===== src/rtl/hack_boot_pkg.sv =====
// Shared types and constants for the Hack UART boot loader.
// Latency: none (declarations only).
// Backpressure: none (declarations only).
package hack_boot_pkg;

  typedef enum logic [2:0] {
    ST_WAIT_SYNC = 3'd0,
    ST_LEN_HI    = 3'd1,
    ST_LEN_LO    = 3'd2,
    ST_DATA_HI   = 3'd3,
    ST_DATA_LO   = 3'd4,
    ST_CSUM      = 3'd5,
    ST_RUN       = 3'd6,
    ST_ERROR     = 3'd7
  } boot_state_t;

  localparam logic [1:0] ERR_NONE    = 2'b00;
  localparam logic [1:0] ERR_TIMEOUT = 2'b01;
  localparam logic [1:0] ERR_LEN     = 2'b10;
  localparam logic [1:0] ERR_CSUM    = 2'b11;

  localparam logic [7:0] SYNC_BYTE_DEFAULT = 8'hA5;

  // True while a frame is being received (LEN_HI through CSUM).
  function automatic logic in_frame(input boot_state_t s);
    return (s == ST_LEN_HI) || (s == ST_LEN_LO) || (s == ST_DATA_HI) ||
           (s == ST_DATA_LO) || (s == ST_CSUM);
  endfunction

endpackage


===== src/rtl/boot_timeout_timer.sv =====
// Inactivity timer: pulses expired once TIMEOUT_CLKS cycles pass without a restart.
// Latency: expired is combinational from the count register, high in the cycle count hits TIMEOUT_CLKS-1.
// Backpressure: none; restart always wins, disable clears the count.
module boot_timeout_timer #(
  parameter int TIMEOUT_CLKS = 50_000_000
) (
  input  logic i_CLK,
  input  logic i_RESET_n,
  input  logic restart,
  input  logic enable,
  output logic expired
);

  localparam int CW = $clog2(TIMEOUT_CLKS + 1);

  logic [CW-1:0] count_q;

  assign expired = enable && (count_q == CW'(TIMEOUT_CLKS - 1));

  // Count idle cycles; any restart or a disabled timer returns to zero.
  always_ff @(posedge i_CLK or negedge i_RESET_n) begin
    if (!i_RESET_n) begin
      count_q <= '0;
    end else if (restart || !enable || expired) begin
      count_q <= '0;
    end else begin
      count_q <= count_q + CW'(1);
    end
  end

endmodule


===== src/rtl/uart_boot_loader.sv =====
// Receives a framed program image over UART, writes it into Hack ROM, then releases the CPU.
// Latency: ROM write pulses one cycle after the DATA_LO strobe; status outputs change with the state.
// Backpressure: none; every strobe is consumed in its own cycle, traffic is ignored after RUN/ERROR.
module uart_boot_loader
  import hack_boot_pkg::*;
#(
  parameter int         ADDR_W       = 15,
  parameter int         MAX_WORDS    = 32768,
  parameter int         TIMEOUT_CLKS = 50_000_000,
  parameter logic [7:0] SYNC_BYTE    = SYNC_BYTE_DEFAULT
) (
  input  logic              i_CLK,
  input  logic              i_RESET_n,
  input  logic [7:0]        i_RX_Byte,
  input  logic              i_RX_DV,
  output logic [ADDR_W-1:0] o_ROM_Addr,
  output logic [15:0]       o_ROM_Data,
  output logic              o_ROM_WE,
  output logic              o_CPU_Reset,
  output logic              o_Busy,
  output logic              o_Done,
  output logic [1:0]        o_Error
);

  boot_state_t state_q, state_d;

  logic [15:0]       len_q;
  logic [15:0]       word_cnt_q;
  logic [7:0]        csum_q;
  logic [7:0]        data_hi_q;
  logic [ADDR_W-1:0] addr_q;

  logic [15:0] rom_data_q, rom_data_d;
  logic        rom_we_q, rom_we_d;
  logic        busy_q, busy_d;
  logic        done_q, done_d;
  logic        cpu_rst_q, cpu_rst_d;
  logic [1:0]  err_q, err_d;

  logic        sync_hit;
  logic        frame_strobe;
  logic [15:0] len_n;
  logic        len_bad;
  logic        last_word;

  logic timer_restart;
  logic timer_en;
  logic timer_expired;

  assign sync_hit     = i_RX_DV && (state_q == ST_WAIT_SYNC) && (i_RX_Byte == SYNC_BYTE);
  assign frame_strobe = i_RX_DV && in_frame(state_q);
  // Full length as it will be once the LEN_LO byte lands.
  assign len_n        = {len_q[15:8], i_RX_Byte};
  assign len_bad      = (len_n == 16'd0) || (32'(len_n) > 32'(MAX_WORDS));
  assign last_word    = ((word_cnt_q + 16'd1) == len_q);

  // Timer stops in the terminal states and restarts on any accepted byte or state change.
  assign timer_en      = (state_q != ST_RUN) && (state_q != ST_ERROR);
  assign timer_restart = frame_strobe || (state_d != state_q);

  boot_timeout_timer #(
    .TIMEOUT_CLKS(TIMEOUT_CLKS)
  ) u_timer (
    .i_CLK    (i_CLK),
    .i_RESET_n(i_RESET_n),
    .restart  (timer_restart),
    .enable   (timer_en),
    .expired  (timer_expired)
  );

  // State register.
  always_ff @(posedge i_CLK or negedge i_RESET_n) begin
    if (!i_RESET_n) begin
      state_q <= ST_WAIT_SYNC;
    end else begin
      state_q <= state_d;
    end
  end

  // Next-state logic; a received byte takes priority over a timeout in the same cycle.
  always_comb begin
    state_d = state_q;
    case (state_q)
      ST_WAIT_SYNC: begin
        if (sync_hit)           state_d = ST_LEN_HI;
        else if (timer_expired) state_d = ST_RUN;
      end
      ST_LEN_HI: begin
        if (i_RX_DV)            state_d = ST_LEN_LO;
        else if (timer_expired) state_d = ST_ERROR;
      end
      ST_LEN_LO: begin
        if (i_RX_DV)            state_d = len_bad ? ST_ERROR : ST_DATA_HI;
        else if (timer_expired) state_d = ST_ERROR;
      end
      ST_DATA_HI: begin
        if (i_RX_DV)            state_d = ST_DATA_LO;
        else if (timer_expired) state_d = ST_ERROR;
      end
      ST_DATA_LO: begin
        if (i_RX_DV)            state_d = last_word ? ST_CSUM : ST_DATA_HI;
        else if (timer_expired) state_d = ST_ERROR;
      end
      ST_CSUM: begin
        if (i_RX_DV)            state_d = (i_RX_Byte == csum_q) ? ST_RUN : ST_ERROR;
        else if (timer_expired) state_d = ST_ERROR;
      end
      ST_RUN:   state_d = ST_RUN;
      ST_ERROR: state_d = ST_ERROR;
      default:  state_d = ST_WAIT_SYNC;
    endcase
  end

  // Output decode: next values of the registered outputs.
  always_comb begin
    rom_we_d   = (state_q == ST_DATA_LO) && i_RX_DV;
    rom_data_d = rom_we_d ? {data_hi_q, i_RX_Byte} : rom_data_q;
    busy_d     = in_frame(state_d);
    cpu_rst_d  = (state_q != ST_RUN);
    done_d     = done_q;
    err_d      = err_q;
    if ((state_q == ST_CSUM) && (state_d == ST_RUN)) begin
      done_d = 1'b1;
    end
    if ((state_d == ST_ERROR) && (state_q != ST_ERROR)) begin
      if (!i_RX_DV)                err_d = ERR_TIMEOUT;
      else if (state_q == ST_LEN_LO) err_d = ERR_LEN;
      else                         err_d = ERR_CSUM;
    end
  end

  // Output registers; the CPU is held in reset until RUN has been reached.
  always_ff @(posedge i_CLK or negedge i_RESET_n) begin
    if (!i_RESET_n) begin
      rom_we_q   <= 1'b0;
      rom_data_q <= 16'd0;
      busy_q     <= 1'b0;
      done_q     <= 1'b0;
      err_q      <= ERR_NONE;
      cpu_rst_q  <= 1'b1;
    end else begin
      rom_we_q   <= rom_we_d;
      rom_data_q <= rom_data_d;
      busy_q     <= busy_d;
      done_q     <= done_d;
      err_q      <= err_d;
      cpu_rst_q  <= cpu_rst_d;
    end
  end

  // Frame datapath: length, high byte, checksum, word count and write address.
  always_ff @(posedge i_CLK or negedge i_RESET_n) begin
    if (!i_RESET_n) begin
      len_q      <= 16'd0;
      word_cnt_q <= 16'd0;
      csum_q     <= 8'd0;
      data_hi_q  <= 8'd0;
      addr_q     <= '0;
    end else begin
      if (sync_hit) begin
        csum_q     <= 8'd0;
        word_cnt_q <= 16'd0;
        addr_q     <= '0;
      end else if (frame_strobe) begin
        case (state_q)
          ST_LEN_HI: begin
            len_q[15:8] <= i_RX_Byte;
            csum_q      <= csum_q + i_RX_Byte;
          end
          ST_LEN_LO: begin
            len_q[7:0] <= i_RX_Byte;
            csum_q     <= csum_q + i_RX_Byte;
          end
          ST_DATA_HI: begin
            data_hi_q <= i_RX_Byte;
            csum_q    <= csum_q + i_RX_Byte;
          end
          ST_DATA_LO: begin
            word_cnt_q <= word_cnt_q + 16'd1;
            csum_q     <= csum_q + i_RX_Byte;
          end
          default: begin
          end
        endcase
      end
      // Address advances once the write it belongs to has been presented.
      if (rom_we_q) begin
        addr_q <= addr_q + ADDR_W'(1);
      end
    end
  end

  assign o_ROM_Addr  = addr_q;
  assign o_ROM_Data  = rom_data_q;
  assign o_ROM_WE    = rom_we_q;
  assign o_CPU_Reset = cpu_rst_q;
  assign o_Busy      = busy_q;
  assign o_Done      = done_q;
  assign o_Error     = err_q;

endmodule


===== config.mk =====
export PLATFORM = sky130hd
export DESIGN_NAME = uart_boot_loader
export DESIGN_NICKNAME = d
export VERILOG_FILES = /design/src/rtl/hack_boot_pkg.sv /design/src/rtl/boot_timeout_timer.sv /design/src/rtl/uart_boot_loader.sv
export SDC_FILE = /design/constraint.sdc
export NUM_CORES = 1
export LEC_CHECK = 0
export CAP_MARGIN = 5
export CORE_UTILIZATION = 45
export DETAILED_ROUTE_END_ITERATION = 6
export DONT_BUFFER_PORTS = 1
export GPL_TIMING_DRIVEN = 1
export PLACE_DENSITY_LB_ADDON = 0.08
export SLEW_MARGIN = 20
export SYNTH_ARGS = -nofsm -noshare
export SYNTH_HDL_FRONTEND = slang
export SYNTH_SLANG_ARGS = --single-unit

===== constraint.sdc =====
create_clock -name i_CLK -period 3.1 [get_ports i_CLK]
set_clock_uncertainty 0.1 [all_clocks]
set_input_delay 0.62 -clock i_CLK [delete_from_list [all_inputs] [get_ports i_CLK]]
set_output_delay 0.62 -clock i_CLK [all_outputs]
set_load 0.05 [all_outputs]

==> run_results.csv <==
group,metric,value,unit
job,cap_viol_max_count,0,
power,peakVddDrop,0.684,mV
run_status,violations,"negative hold slack",
clock_network,cts.sinks,114,
yosys,netlist_area,5890,sq um
power,switchingPower,2.49,mW
place,hpwl,8730,um
route,via_per_inst,5.60,
yosys,avgSynthCellArea,9.76,sq um
die,rows,41,
sta,post-route-period-util,87.5,%
setup_path,crit_start,"u_timer.count_q[12]$_DFF_PN0_",
yosys,synth_area_leaders,"dfrtp_1, nand2_1, mux2_2, xor2_1, nor2_1",
die,start_util,46.5,%
global_routing,grt_max_degree,115,
yosys,synth_cell_types,59,
sta,tightest_slew,899,ps
finish,utilization,52.6,%
route,wl_met1,6080,um
yosys,synth_area_leader_cell,"dfrtp_1",
finish,final_common_cell,"dfrtp_1",
global_routing,grt-ovfl-total,0,
finish,layout-drive-gt1-share,12.9,%
clock_network,clk_pin_slew,60,ps
finish,diodes,0,
clock_network,cts_tree,"built",
route,route.met3.wl,522,um
sta,setup_viol,0,
route,firstDrtPassIters,4,
finish,layout_common_cells,"dfrtp_1, nand2_1, nor2_1, nand3_1, xor2_1",
die,die_y,116,um
setup_path,cp.required,3290,ps
place,gp_congestion,0.855,
power,p_seq_share,47.0,%
route,routed_wl,13000,um
finish,syn_to_final_growth,13.1,%
setup_path,cp_slowest_stage_delay,580,ps
global_routing,grt_use_total,21.5,%
route,post-route-drc-count,0,
power,p_leak,2.87,nW
setup_path,critical_path_class,"reg -> reg",
setup_path,critPathCaptureType,"register",
sta,setup_tns,0,ps
clock_network,cts_made_buffers,17,
sta,max_slew_margin,39.6,%
power,powerDensity,943,nW/um^2
power,p_clk_share,30.2,%
sta,holdWs,-204,ps
clock_network,root_buffer,"clkbuf_16",
run_status,outcome,"finished with violations",
power,pwr-share-comb,22.8,%
global_routing,antenna_found_initial,0,
setup_path,worstPathCellList,"nand4_1 -> or3_1 -> or4_4 -> o21ai_2 -> nand3b_2 -> nor4_4 -> mux2_1",
setup_path,cp_num_buf_inv,0,
route,vias,4435,
setup_path,rr_startpoint,"u_timer.count_q[12]$_DFF_PN0_",
finish,fin_nets,630,
route,top_layer,"met4",
global_routing,grt_pass1_wl,22200,um
min_path,holdCritPathClass,"in -> async",
sta,period_minus_slack,2710,ps
yosys,synth-seq-cells,114,
route,drt_iter0_markers,301,
yosys,synth_top_area_share,48.0,%
route,routedWlPerCell,16.4,um
die,dieArea,13600,sq um
setup_path,crit_family,"simple AND/OR/NAND/NOR gates",
yosys,synth_flop_cell,"dfrtp_1",
die,die_x,116,um
setup_path,cp.arrival,2910,ps
clock_network,cts_max_level,4,
yosys,async_reset_ff_share,100,%
sta,rsz0062_at_grt,"false",
place,post-place-ws,272,ps
clock_network,cts.path.max_buffers,2,
setup_path,critPathSlowestCell,"or4_4",
yosys,synth_nets,626,
setup_path,crit_fanout,5,
clock_network,clk_latency,410,ps
route,detail-route-antenna-nets,0,
yosys,synth_cells,604,
yosys,ys_warn_count,0,
die,core_area,12700,sq um
power,p_sw_share,39.7,%
sta,hold_violations,113,
sta,slew_violations,0,
route,wl_met2,6220,um
yosys,yosysSeqAreaShare,48.4,%
die,io_pins,48,
place,place.port_buffers,0,
global_routing,grt_pass1_vias,4534,
power,p_int,3.79,mW
sta,fin_ws,388,ps
setup_path,crit_path_start_kind,"register",
sta,fmax,369,MHz
yosys,synth_edf_count,0,
[final cells by class]
cell class | count | area, sq um
Multi-Input combinational cell | 455 | 2910
Timing Repair Buffer | 11 | 82.6
Tap cell | 172 | 215
Clock inverter | 12 | 134
Sequential cell | 114 | 2850
Inverter | 9 | 33.8
Clock buffer | 19 | 443
Fill cell | 1166 | 6000
[power groups by stage]
stage | Combinational, mW | Sequential, mW | Clock [mW]
2_1_floorplan | 1.15 | 2.89 | 0
3_3_place_gp | 1.41 | 2.97 | 0
3_5_place_dp | 1.45 | 2.99 | 0
4_1_cts | 1.46 | 2.96 | 1.94
5_1_grt | 1.63 | 3.02 | 2.01
6_report | 1.44 | 2.95 | 1.90
[what timing repair did]
action,CTS,global route
buffers inserted,0,0
resized for setup,0,0
hold endpoints to repair,114,114
[state kept, by name (all words and copies together) (netlist names)]
signal	count
u_timer.count_q	26
o_ROM_Addr	15
csum_q	8
o_Busy	1
word_cnt_q	16
o_ROM_Data	16
state_q	3
o_ROM_WE	1
o_Done	1
len_q	16
o_CPU_Reset	1
o_Error	2
data_hi_q	8
[logic make-up after synthesis]
kind of cell / Yosys count / synth area share [%]
AOI/OAI and AO/OA: 89 / 9.79
xor gates and xnor gates: 59 / 9.00
adders and majority gates: 11 / 2.46
buffers and inverters: 35 / 2.27
DFF: 114 / 48.4
muxes: 32 / 6.01
and+or+nand+nor: 264 / 22.1
[cells in the mapped netlist, drive strengths merged, types with 4 or more instances]
cell    number
a21o         4
a21oi       14
a22o         7
a31oi        6
and3         9
and4         7
clkbuf      24
dfrtp      113
ha          10
inv          8
mux2        27
mux2i        5
nand2       88
nand2b       5
nand3       32
nand4       16
nor2        66
nor2b        4
nor3        11
nor4         9
o21ai       33
o22ai        5
o31ai        4
xnor2       28
xor2        30
[routing by layer]
layer  track usage (%)  up-vias
met5                 0        -
met4              8.29        0
met1              27.4     2191
met2              35.5       77
met3              5.03       19
li1                  -     2148
[path summary, 6_finish.rpt]
check,cells past startpoint,end,slack (ps)
max,7,o_Error[1]$_DFFE_PN0P_,390
min,0,o_ROM_Data[0]$_DFFE_PN0P_,-200
max reg2reg,7,o_Error[1]$_DFFE_PN0P_,390
min reg2reg,2,o_ROM_Data[10]$_DFFE_PN0P_,360
max in group asynchronous,0,o_CPU_Reset$_DFF_PN1_,2840
min in group i_CLK,2,o_ROM_Data[0]$_DFFE_PN0P_,210
[through the flow]
step                cells  total power [mW]  area [sq um]
floorplan             604              4.04          5890
global placement      761              4.38          6090
detailed placement    761              4.43          6090
CTS                   792              6.36          6670
global route          792              6.66          6670
finish                792              6.29          6670
No activity file was read; power rests on OpenSTA's default activity.
